[config.mk]
export PLATFORM = sky130hd
export DESIGN_NAME = operand_skid_stage
export DESIGN_NICKNAME = d
export VERILOG_FILES = /design/src/rtl/operand_skid_stage.sv
export SDC_FILE = /design/constraint.sdc
export NUM_CORES = 1
export LEC_CHECK = 0
export CAP_MARGIN = 30
export CORE_MARGIN = 3
export CORE_UTILIZATION = 26
export DETAILED_ROUTE_END_ITERATION = 8
export GPL_TIMING_DRIVEN = 0
export PLACE_DENSITY = 0.46
export SETUP_SLACK_MARGIN = 0.05
export SYNTH_ARGS = -nofsm -noshare
export SYNTH_HDL_FRONTEND = slang
export SYNTH_SLANG_ARGS = --single-unit
[constraint.sdc]
create_clock -name clk -period 6.2 [get_ports clk]
set_input_delay 0.93 -clock clk [delete_from_list [all_inputs] [get_ports clk]]
set_output_delay 0.93 -clock clk [all_outputs]
set_load 0.1 [all_outputs]
[src/rtl/operand_skid_stage.sv]
// operand_skid_stage
//   Decode-to-execute skid stage. Buffers up to DEPTH uops in a small FIFO while
//   execute stalls. Register operands are read as a uop moves into the output
//   register. Same-cycle writebacks are forwarded, and the held operands are
//   refreshed while the output is stalled.
//
// Ports
//   clk, rst                         clock, synchronous active-high reset
//   flush                            drop every buffered and output uop
//   u_valid/u_stall/u_payload/u_rs*  upstream uop handshake and fields
//   d_valid/d_stall/d_payload/d_rs*  downstream uop handshake and fields
//   d_rs1_val, d_rs2_val             resolved source operands of the output uop
//   rf_raddr*/rf_rdata*              combinational register-file read port
//   wb_en/wb_rd/wb_data              writeback bus, used for forwarding
module operand_skid_stage #(
    parameter int PAYLOAD_W  = 32,
    parameter int XLEN       = 32,
    parameter int REG_ADDR_W = 5,
    parameter int DEPTH      = 2,
    parameter bit ZERO_REG   = 1'b1
) (
    input  logic                  clk,
    input  logic                  rst,
    input  logic                  flush,
    input  logic                  u_valid,
    output logic                  u_stall,
    input  logic [PAYLOAD_W-1:0]  u_payload,
    input  logic [REG_ADDR_W-1:0] u_rs1,
    input  logic [REG_ADDR_W-1:0] u_rs2,
    output logic                  d_valid,
    input  logic                  d_stall,
    output logic [PAYLOAD_W-1:0]  d_payload,
    output logic [REG_ADDR_W-1:0] d_rs1,
    output logic [REG_ADDR_W-1:0] d_rs2,
    output logic [XLEN-1:0]       d_rs1_val,
    output logic [XLEN-1:0]       d_rs2_val,
    output logic [REG_ADDR_W-1:0] rf_raddr0,
    output logic [REG_ADDR_W-1:0] rf_raddr1,
    input  logic [XLEN-1:0]       rf_rdata0,
    input  logic [XLEN-1:0]       rf_rdata1,
    input  logic                  wb_en,
    input  logic [REG_ADDR_W-1:0] wb_rd,
    input  logic [XLEN-1:0]       wb_data
);

    localparam int PTR_W = (DEPTH > 1) ? $clog2(DEPTH) : 1;
    localparam int CNT_W = $clog2(DEPTH + 1);

    logic [PAYLOAD_W-1:0]  fifoPayload [DEPTH];
    logic [REG_ADDR_W-1:0] fifoRs1     [DEPTH];
    logic [REG_ADDR_W-1:0] fifoRs2     [DEPTH];
    logic [PTR_W-1:0]      headPtr;
    logic [PTR_W-1:0]      tailPtr;
    logic [CNT_W-1:0]      count;

    logic                  fifoNonEmpty;
    logic                  ld;
    logic                  accept;
    logic                  pop;
    logic                  bypass;
    logic                  push;
    logic [PAYLOAD_W-1:0]  selPayload;
    logic [REG_ADDR_W-1:0] selRs1;
    logic [REG_ADDR_W-1:0] selRs2;
    logic [XLEN-1:0]       rs1Operand;
    logic [XLEN-1:0]       rs2Operand;
    logic                  refreshRs1;
    logic                  refreshRs2;

    function automatic logic [PTR_W-1:0] nextPtr(input logic [PTR_W-1:0] p);
        return (p == PTR_W'(DEPTH - 1)) ? '0 : p + PTR_W'(1);
    endfunction

    // Stall depends only on the registered count, so neither u_valid nor
    // d_stall has a combinational path to it.
    assign u_stall = (count == CNT_W'(DEPTH));

    always_comb begin
        fifoNonEmpty = (count != '0);
        ld           = !d_valid || !d_stall;
        accept       = u_valid && !u_stall;
        pop          = ld && fifoNonEmpty;
        // An accepted uop bypasses the FIFO only when nothing older is waiting.
        bypass       = ld && !fifoNonEmpty && accept;
        push         = accept && !bypass;

        selPayload   = fifoNonEmpty ? fifoPayload[headPtr] : u_payload;
        selRs1       = fifoNonEmpty ? fifoRs1[headPtr]     : u_rs1;
        selRs2       = fifoNonEmpty ? fifoRs2[headPtr]     : u_rs2;

        if (ZERO_REG && selRs1 == '0)          rs1Operand = '0;
        else if (wb_en && wb_rd == selRs1)     rs1Operand = wb_data;
        else                                   rs1Operand = rf_rdata0;

        if (ZERO_REG && selRs2 == '0)          rs2Operand = '0;
        else if (wb_en && wb_rd == selRs2)     rs2Operand = wb_data;
        else                                   rs2Operand = rf_rdata1;

        refreshRs1   = wb_en && (wb_rd == d_rs1) && !(ZERO_REG && d_rs1 == '0);
        refreshRs2   = wb_en && (wb_rd == d_rs2) && !(ZERO_REG && d_rs2 == '0);
    end

    assign rf_raddr0 = selRs1;
    assign rf_raddr1 = selRs2;

    // Storage needs no reset: entries are only read below the count.
    always_ff @(posedge clk) begin
        if (push) begin
            fifoPayload[tailPtr] <= u_payload;
            fifoRs1[tailPtr]     <= u_rs1;
            fifoRs2[tailPtr]     <= u_rs2;
        end
    end

    always_ff @(posedge clk) begin
        if (rst) begin
            count     <= '0;
            headPtr   <= '0;
            tailPtr   <= '0;
            d_valid   <= 1'b0;
            d_payload <= '0;
            d_rs1     <= '0;
            d_rs2     <= '0;
            d_rs1_val <= '0;
            d_rs2_val <= '0;
        end else if (flush) begin
            // Output data registers are left as-is; only validity is dropped.
            count   <= '0;
            headPtr <= '0;
            tailPtr <= '0;
            d_valid <= 1'b0;
        end else begin
            if (ld) begin
                if (pop || bypass) begin
                    d_valid   <= 1'b1;
                    d_payload <= selPayload;
                    d_rs1     <= selRs1;
                    d_rs2     <= selRs2;
                    d_rs1_val <= rs1Operand;
                    d_rs2_val <= rs2Operand;
                end else begin
                    d_valid <= 1'b0;
                end
            end else begin
                // Held uop: keep operands in step with writebacks that land on it.
                if (refreshRs1) d_rs1_val <= wb_data;
                if (refreshRs2) d_rs2_val <= wb_data;
            end

            if (pop)  headPtr <= nextPtr(headPtr);
            if (push) tailPtr <= nextPtr(tailPtr);

            if (push && !pop)      count <= count + CNT_W'(1);
            else if (pop && !push) count <= count - CNT_W'(1);
        end
    end

endmodule

After elaboration in Yosys (flattened, before gate mapping)
Memory sizes are Yosys's and may differ from the RTL's. A register that Yosys moved wholly into a read port is not among the register bits.
Cells that the tools add are included.
{ "op_classes": {"addsub": 4, "n_eq_ne": 6, "n_mux": 26, "bitwise": 1, "reduce_logical": 36} }
{ "op_table": {"columns": ["cell", "count"], "rows": [
  ["$mux W32", 11],
  ["$eq A5 B5 Y1", 4],
  ["$logic_not A5 Y1", 4],
  ["$logic_and A1 B1 Y1", 13],
  ["$mux W1", 11],
  ["$mux W5", 2],
  ["$logic_not A1 Y1", 9],
  ["$reduce_and A3 Y1", 3],
  ["$reduce_bool A2 Y1", 4],
  ["$mux W2", 2],
  ["$add A1 B1 Y1 const B", 2],
  ["$add A2 B1 Y2 const B", 1],
  ["$eq A2 B2 Y1 const B", 1],
  ["$logic_or A1 B1 Y1", 2],
  ["$ne A2 B1 Y1 const B", 1],
  ["$reduce_or A2 Y1", 1],
  ["$sub A2 B1 Y2 const B", 1],
  ["$not A1 Y1", 1]
]} }
{ "totals": {"regBits": 111, "mem_bits_rw": 84, "in_bits": 149, "output_inout_bits": 118, "elab_cells": 85, "memories": 3} }
{ "mem_list": {"columns": ["name", "depth", "word_bits", "rd", "rd_clocked_by_memory_dff", "write_ports", "line_no", "rtl"], "rows": [
  ["fifoPayload", 2, 32, 1, 1, 1, "49", "logic [PAYLOAD_W-1:0] fifoPayload [DEPTH];"],
  ["fifoRs1", 2, 5, 1, 1, 1, "50", "logic [REG_ADDR_W-1:0] fifoRs1 [DEPTH];"],
  ["fifoRs2", 2, 5, 1, 1, 1, "51", "logic [REG_ADDR_W-1:0] fifoRs2 [DEPTH];"]
]} }

Logic depth before layout (Yosys ltp)
Gate-level depths: netlist (run 1).
{ "logic_depth": {"ltp_word": 10, "mapped_depth": 10, "depth_no_buf": 9} }

Worst setup path before layout (run 1)
Ideal clock, no wire load.
{ "synth_timing": {"path_type": "input-to-reg", "from": "input port u_rs2[2]", "to": "register d_rs2_val[14]", "setup_ns": 0.133, "t_arrival_ns": 3.926, "t_required_ns": 6.067, "path_slack_ns": 2.141, "cell_stages": 8, "n_path_buf": 2, "path_cell_list": "nor3_1 -> a21oi_1 -> mux2_2 -> or4_4 -> buf_6 -> buf_12 -> a21oi_2 -> a221oi_2"} }
{ "synth_via": {"elab_chain_len": 7, "word_cells_on_any_way": 8, "classes_between": "eq/ne (1); mux (5); reduce/logical (2)"} }
{ "synth_rtl": {"columns": ["element", "line_no", "rtl"], "rows": [
  ["start: declaration", "29", "input logic [REG_ADDR_W-1:0] u_rs2,"],
  ["$mux W5 *", "89", "selRs2 = fifoNonEmpty ? fifoRs2[headPtr] : u_rs2;"],
  ["net rf_raddr1[2]", "38", "output logic [REG_ADDR_W-1:0] rf_raddr1,"],
  ["$eq A5 B5 Y1", "96", "else if (wb_en && wb_rd == selRs2) rs2Operand = wb_data;"],
  ["$logic_and A1 B1 Y1", "96", null],
  ["$mux W32", "96", null],
  ["$mux W32 *", "95", "if (ZERO_REG && selRs2 == '0) rs2Operand = '0;"],
  ["$mux W32 *", "134", "if (pop || bypass) begin"],
  ["$mux W32 *", "133", "if (ld) begin"],
  ["end signal: assignment", "140", "d_rs2_val <= rs2Operand;"],
  ["end signal: assignment", "147", "if (refreshRs2) d_rs2_val <= wb_data;"],
  ["end: declaration", "36", "output logic [XLEN-1:0] d_rs2_val,"]
]} }
Mark *: on every way through the listed nets, which the timed path passes. The rest lies on a longest branch. The select of a mux whose other input is x is not followed.
A chain may end at the register's enable or synchronous reset.

Worst setup path in the final report (run 1)
{ "layout_timing": {"from": "input port u_rs1[4]", "to": "output port rf_raddr0[4]"} }
{ "layout_via": {"elab_chain_len": 1} }
{ "layout_rtl": {"columns": ["element", "line_no", "rtl"], "rows": [
  ["start: declaration", "28", "input logic [REG_ADDR_W-1:0] u_rs1,"],
  ["$mux W5", "88", "selRs1 = fifoNonEmpty ? fifoRs1[headPtr] : u_rs1;"],
  ["end: declaration", "37", "output logic [REG_ADDR_W-1:0] rf_raddr0,"]
]} }
No other way between the ends.

==> results.sh, run 1 <==
export IMPL_setup_viol=0
export IMPL_grt_pass1_wl_um=58800
export IMPL_io_pins=267
export IMPL_yosysMostFrequentCell="nand2_1"
export IMPL_cp_data_arrival_time_ns=3.37
export IMPL_fillers=3702
export IMPL_cts_buffers=17
export IMPL_synthesis_area_sq_um=9830
export IMPL_async_reset_ff_frac=0
export IMPL_ant_nets=0
export IMPL_grt_usage=0.189
export IMPL_synth_area_top_cells="edfxtp_1 (26%), dfxtp_1 (23%), o21ai_0 (5.3%), nand2_1 (4.5%), mux2i_1 (4.5%)"
export IMPL_gp_congestion=0.851
export IMPL_drv_cap=0
export IMPL_relSlewSlack=0.300
export IMPL_total_power_mw=4.02
export IMPL_drive_gt1_frac=0.114
export IMPL_p_per_area_nw_per_um2=282
export IMPL_ys_flop_type="dfxtp_1"
export IMPL_drt_iter0_markers=715
export IMPL_cts_root_buf="clkbuf_16"
export IMPL_post_place_ws_ns=1.85
export IMPL_required_ns=5.27
export IMPL_yosys_area_share_simple=0.0953
export IMPL_hold_ws_ns=0.455
export IMPL_nets=1449
export IMPL_finalHoldViolCount=0
export IMPL_min_path_type="flop to flop"
export IMPL_synth_mux_area_frac=0.0471
export IMPL_timing_rr_end="d_rs1_val[1]$_SDFFE_PP0P_"
export IMPL_coreArea_sq_um=37000
export IMPL_wire_per_inst_um=21.4
export IMPL_vias=9131
export IMPL_cts_resized=0
export IMPL_fmax_mhz=233
export IMPL_grt_max_degree=26
export IMPL_grt_pass1_vias=9256
export IMPL_cpPeakStageDelay_ns=1.25
export IMPL_synthTopCellsByCount="nand2_1 (119), dfxtp_1 (112), o21ai_0 (105)"
export IMPL_finalCriticalPeriod_ns=4.30
export IMPL_synth_top_family_by_area="compound AO/OA/AOI/OAI gates"
export IMPL_die_height_um=200
export IMPL_worstSetupEndpointType="output pin"
export IMPL_reg2reg_slack_ns=2.82
export IMPL_grt_overflow_total=0
export IMPL_path_class="input pin to output pin"
export IMPL_antenna_found_initial=11
export IMPL_drtPass1Iterations=5
export IMPL_syn_avg_cell_area_sq_um=9.85
export IMPL_hold_buffers=0
export IMPL_syn_inst=998
export IMPL_register_area_sq_um=4760
export IMPL_cp_max_fo=4
export IMPL_ys_seq_elements=196
export IMPL_finClkSkew_ns=0.0161
export IMPL_ir_worst_vdd_v=0.000194
export IMPL_place_area_sq_um=13600
export IMPL_synth_compound_area_frac=0.288
export IMPL_crit_path_cell_trace="clkdlybuf4s50_1, or3b_1, o21ai_0, clkdlybuf4s50_1"
export IMPL_hp_start="d_payload[2]$_SDFFE_PP0P_"
export IMPL_multi_input_area_sq_um=4380
export IMPL_tns_ns=0
export IMPL_p_leak_nw=4.85
export IMPL_start_util=0.266
export IMPL_synth_cell_types=51
export IMPL_status="finished clean"
export IMPL_htreeDepth=4
export IMPL_yosysTopAreaCell="edfxtp_1"
export IMPL_path_clk_slew_ns=0.08
export IMPL_tightest_slew_ns=1.05
export IMPL_drc=0
export IMPL_rsz0062_at_grt="no"
export IMPL_clock_sinks=196
export IMPL_syn_nets=1148
export IMPL_cp_top_family="buffers and inverters"
export IMPL_cp_slowest_cell="clkdlybuf4s50_1"
export IMPL_whs_endpoint="d_payload[2]$_SDFFE_PP0P_"
export IMPL_setup_ws_ns=1.90
export IMPL_die_area_sq_um=40200
export IMPL_r2r_cells=9
export IMPL_syn_to_final_growth_pct=45.0
export IMPL_post_route_period_util=0.693
export IMPL_hpwl_um=28600
export IMPL_synth_xor_area_share=0.0134
export IMPL_maxSlewViolCount=0
export IMPL_start_kind="input pin"
export IMPL_insertion_delay_ns=0.46
export IMPL_cpMostUsedCell="clkdlybuf4s50_1"
export IMPL_yosys_area_top_type_share=0.257
export IMPL_vias_per_cell=5.02
export IMPL_final_area_sq_um=14300
export IMPL_rows=70
export IMPL_die_w_um=200
export IMPL_cts_buffer_depth=2
export IMPL_synth_fa_ha_area_frac=0.00127
export IMPL_min_path_cells=2
export IMPL_port_buffer_count=262
export IMPL_finalWirelength_um=38900
export IMPL_yosysSeqAreaShare=0.485
export IMPL_synth_edff_count=84
export IMPL_ys_warn_count=0
export IMPL_post_cts_buffers=0
export IMPL_cts_tree="yes"
export IMPL_worstPathBufferInverterCount=2
-- through the flow --
step           utilization  instances
6_report             0.386       1819
5_1_grt              0.386       1819
4_1_cts              0.385       1815
3_5_place_dp         0.368       1783
3_3_place_gp         0.354       1764
2_1_floorplan            -        998
-- cell families after synthesis --
logic type,count (synthesis)
buffers and inverters,136
muxes,46
AOI/OAI and AO/OA,402
and+or+nand+nor,202
xor gates and xnor gates,15
adders and majority gates,1
DFF,196
-- layout by cell type (no fill, tap or decap), types with 34 or more instances in the layout --
cell type and count:
a21oi_1 83, clkbuf_1 64, clkdlybuf4s50_1 262, dfxtp_1 112
edfxtp_1 84, inv_1 36, mux2i_1 44, nand2_1 119
o211ai_1 37, o21ai_0 105, o21bai_1 34
-- sequential cells by signal, indices dropped and copies added (netlist names), named ones only --
name and cells:
fifoRs2 10, d_rs2_val 32, headPtr 1, fifoPayload 64, tailPtr 1, d_valid 1, d_rs1_val 32, d_payload 32
d_rs1 5, count 2, d_rs2 5, fifoRs1 10
-- power breakdown --
part	switching, mW	leakage [nW]	total, mW	internal (mW)
Combinational	0.938	2.87	1.36	0.418
Clock	0.584	0.301	1.20	0.617
Sequential	0.0462	1.68	1.47	1.42
-- area by class of cell --
class,count,share of cell area
Clock buffer,17,0.0299
Sequential cell,196,0.334
Timing Repair Buffer,282,0.222
Tap cell,504,0.0442
Multi-Input combinational cell,666,0.308
Buffer,100,0.0392
Clock inverter,15,0.0133
Inverter,36,0.00948
Antenna cell,3,0.000527
-- how the worst max path moves through the flow --
| stage | start | cells after the start | to |
|---|---|---|---|
| global placement | d_stall | 5 | fifoPayload[1][7]$_DFFE_PP_ |
| detailed placement | u_rs1[4] | 4 | rf_raddr0[4] |
| CTS | u_rs1[4] | 4 | rf_raddr0[4] |
| finish | u_rs1[4] | 4 | rf_raddr0[4] |
| global route | u_rs1[4] | 4 | rf_raddr0[4] |
| floorplan | u_rs2[2] | 8 | d_rs2_val[14]$_SDFFE_PP0P_ |
-- layer usage --
layer / vias up / track usage / part of all wire
met3: 61 / 0.0621 / 0.073
li1: 4340 / - / -
met2: 348 / 0.301 / 0.45
met4: 16 / 0.0567 / 0.026
met5: - / 0 / 0.0030
met1: 4366 / 0.246 / 0.45
-- worst min-delay path, stage by stage, from the launching register on --
cell	delay, ns
dfxtp_1	0.31
nand2_1	0.05
a21oi_1	0.05
Power figures use the tool's default switching activity.
==> inputs of run 2 (changes only) <==
--- a/config.mk
+++ b/config.mk
@@ -10,7 +10,7 @@
 export CORE_UTILIZATION = 26
 export DETAILED_ROUTE_END_ITERATION = 8
 export GPL_TIMING_DRIVEN = 0
-export PLACE_DENSITY = 0.46
+export PLACE_DENSITY = 0.48
 export SETUP_SLACK_MARGIN = 0.05
 export SYNTH_ARGS = -nofsm -noshare
 export SYNTH_HDL_FRONTEND = slang
==> constraint.sdc (replaced) <==
create_clock -name clk -period 3.6 [get_ports clk]
set_input_delay 0.54 -clock clk [delete_from_list [all_inputs] [get_ports clk]]
set_output_delay 0.54 -clock clk [all_outputs]
set_load 0.1 [all_outputs]
==> results.sh, run 2 (synthesis results as in run 1) <==
export IMPL_status="finished clean"
export IMPL_finalWirelength_um=38300
export IMPL_hpwl_um=28500
export IMPL_path_clk_slew_ns=0.08
export IMPL_htreeDepth=4
export IMPL_drv_cap=0
export IMPL_die_height_um=200
export IMPL_maxSlewViolCount=0
export IMPL_p_leak_nw=4.86
export IMPL_cpPeakStageDelay_ns=1.20
export IMPL_required_ns=3.06
export IMPL_die_area_sq_um=40200
export IMPL_finClkSkew_ns=0.0123
export IMPL_nets=1450
export IMPL_vias_per_cell=4.97
export IMPL_post_route_period_util=0.962
export IMPL_vias=9039
export IMPL_drtPass1Iterations=5
export IMPL_p_per_area_nw_per_um2=480
export IMPL_coreArea_sq_um=37000
export IMPL_syn_to_final_growth_pct=45.2
export IMPL_largest_register="fifoPayload"
export IMPL_layout_commonest_cell="clkdlybuf4s50_1"
export IMPL_ir_worst_vdd_v=0.000345
export IMPL_antenna_found_initial=9
export IMPL_worstPathBufferInverterCount=2
export IMPL_wire_per_inst_um=21.0
export IMPL_ant_nets=0
export IMPL_cp_top_family="buffers and inverters"
export IMPL_gp_congestion=0.800
export IMPL_crit_path_cell_trace="clkdlybuf4s50_1, or3b_2, o21ai_1, clkdlybuf4s50_1"
export IMPL_cts_buffer_depth=2
export IMPL_insertion_delay_ns=0.45
export IMPL_rows=70
export IMPL_crit_start="u_rs1[0]"
export IMPL_reg2reg_slack_ns=0.38
export IMPL_cts_tree="yes"
export IMPL_largest_reg_flops=64
export IMPL_drt_iter0_markers=483
export IMPL_start_util=0.266
export IMPL_min_path_type="flop to flop"
export IMPL_cp_max_fo=4
export IMPL_drive_gt1_frac=0.114
export IMPL_finalHoldViolCount=0
export IMPL_cts_root_buf="clkbuf_16"
export IMPL_cp_data_arrival_time_ns=2.92
export IMPL_start_kind="input pin"
export IMPL_die_w_um=200
export IMPL_fmax_mhz=289
export IMPL_grt_usage=0.186
export IMPL_cpMostUsedCell="clkdlybuf4s50_1"
export IMPL_io_pins=267
export IMPL_tightest_slew_ns=1.04
export IMPL_rsz0062_at_grt="no"
export IMPL_tns_ns=0
export IMPL_drc=0
export IMPL_setup_viol=0
export IMPL_port_buffer_count=262
export IMPL_path_class="input pin to output pin"
export IMPL_grt_overflow_total=0
export IMPL_finalCriticalPeriod_ns=3.46
export IMPL_clock_sinks=196
export IMPL_grt_pass1_vias=9204
export IMPL_hp_start="d_payload[7]$_SDFFE_PP0P_"
export IMPL_final_cell_mix="clkdlybuf4s50_1 (260), nand2_1 (119), dfxtp_1 (112), o21ai_0 (99), edfxtp_1 (84)"
export IMPL_hold_ws_ns=0.457
export IMPL_cts_buffers=17
export IMPL_relSlewSlack=0.304
export IMPL_cp_slowest_cell="clkdlybuf4s50_1"
export IMPL_grt_pass1_wl_um=57900
export IMPL_grt_max_degree=29
export IMPL_worstSetupEndpointType="output pin"
-- run 2: cell type report --
class                           instances  area [sq um]
Tap cell                              504           631
Antenna cell                            3          7.51
Fill cell                            3820         22700
Clock buffer                           18           429
Buffer                                100           558
Multi-Input combinational cell        666          4390
Timing Repair Buffer                  283          3190
Sequential cell                       196          4760
Inverter                               36           135
Clock inverter                         14           166
-- run 2: timing repair --
action | CTS | global route
setup endpoints to repair | 0 | 2
buffers inserted | 0 | 0
resized for setup | 0 | 2
hold buffers | 0 | 0
hold endpoints to repair | 0 | 0
-- run 2: layer usage --
layer	vias up	track usage	part of all wire
met5	-	0	0.0018
met2	313	0.296	0.46
met4	12	0.0517	0.019
met3	42	0.0657	0.078
li1	4334	-	-
met1	4338	0.240	0.44
-- run 2: metrics by stage --
stage / instance area, sq um / utilization / worst slack, ns / total power, mW / instances
2_1_floorplan: 9830 / - / -0.182 / 4.08 / 998
5_1_grt: 14300 / 0.386 / 0.0597 / 7.12 / 1820
6_report: 14300 / 0.386 / 0.135 / 6.85 / 1820
4_1_cts: 14200 / 0.385 / 0.0818 / 6.92 / 1816
3_3_place_gp: 13100 / 0.354 / -1.73 / 4.79 / 1764
3_5_place_dp: 13600 / 0.369 / -0.0735 / 4.91 / 1784
-- run 2: worst reg2reg max path, cell delays in order, from the launching register on --
cell	delay [ns]
dfxtp_1	0.33
buf_6	0.15
buf_6	0.20
mux2i_1	0.38
a211oi_1	0.14
nor4b_1	0.63
nand3_1	0.52
clkbuf_1	0.39
a21oi_1	0.26
a31oi_1	0.10
-- run 2: worst paths after layout --
check / to / cells after the start
hold / removal: d_payload[7]$_SDFFE_PP0P_ / 2
hold reg to reg: d_payload[7]$_SDFFE_PP0P_ / 2
setup reg to reg: d_rs1_val[20]$_SDFFE_PP0P_ / 9
setup / recovery: rf_raddr0[0] / 4
-- run 2: power breakdown --
part | total, mW | switching [mW] | leakage, nW | internal, mW
registers | 2.53 | 0.0814 | 1.68 | 2.45
clock network | 1.99 | 0.994 | 0.285 | 0.997
logic | 2.33 | 1.61 | 2.90 | 0.721
total | 6.85 | 2.69 | 4.86 | 4.16
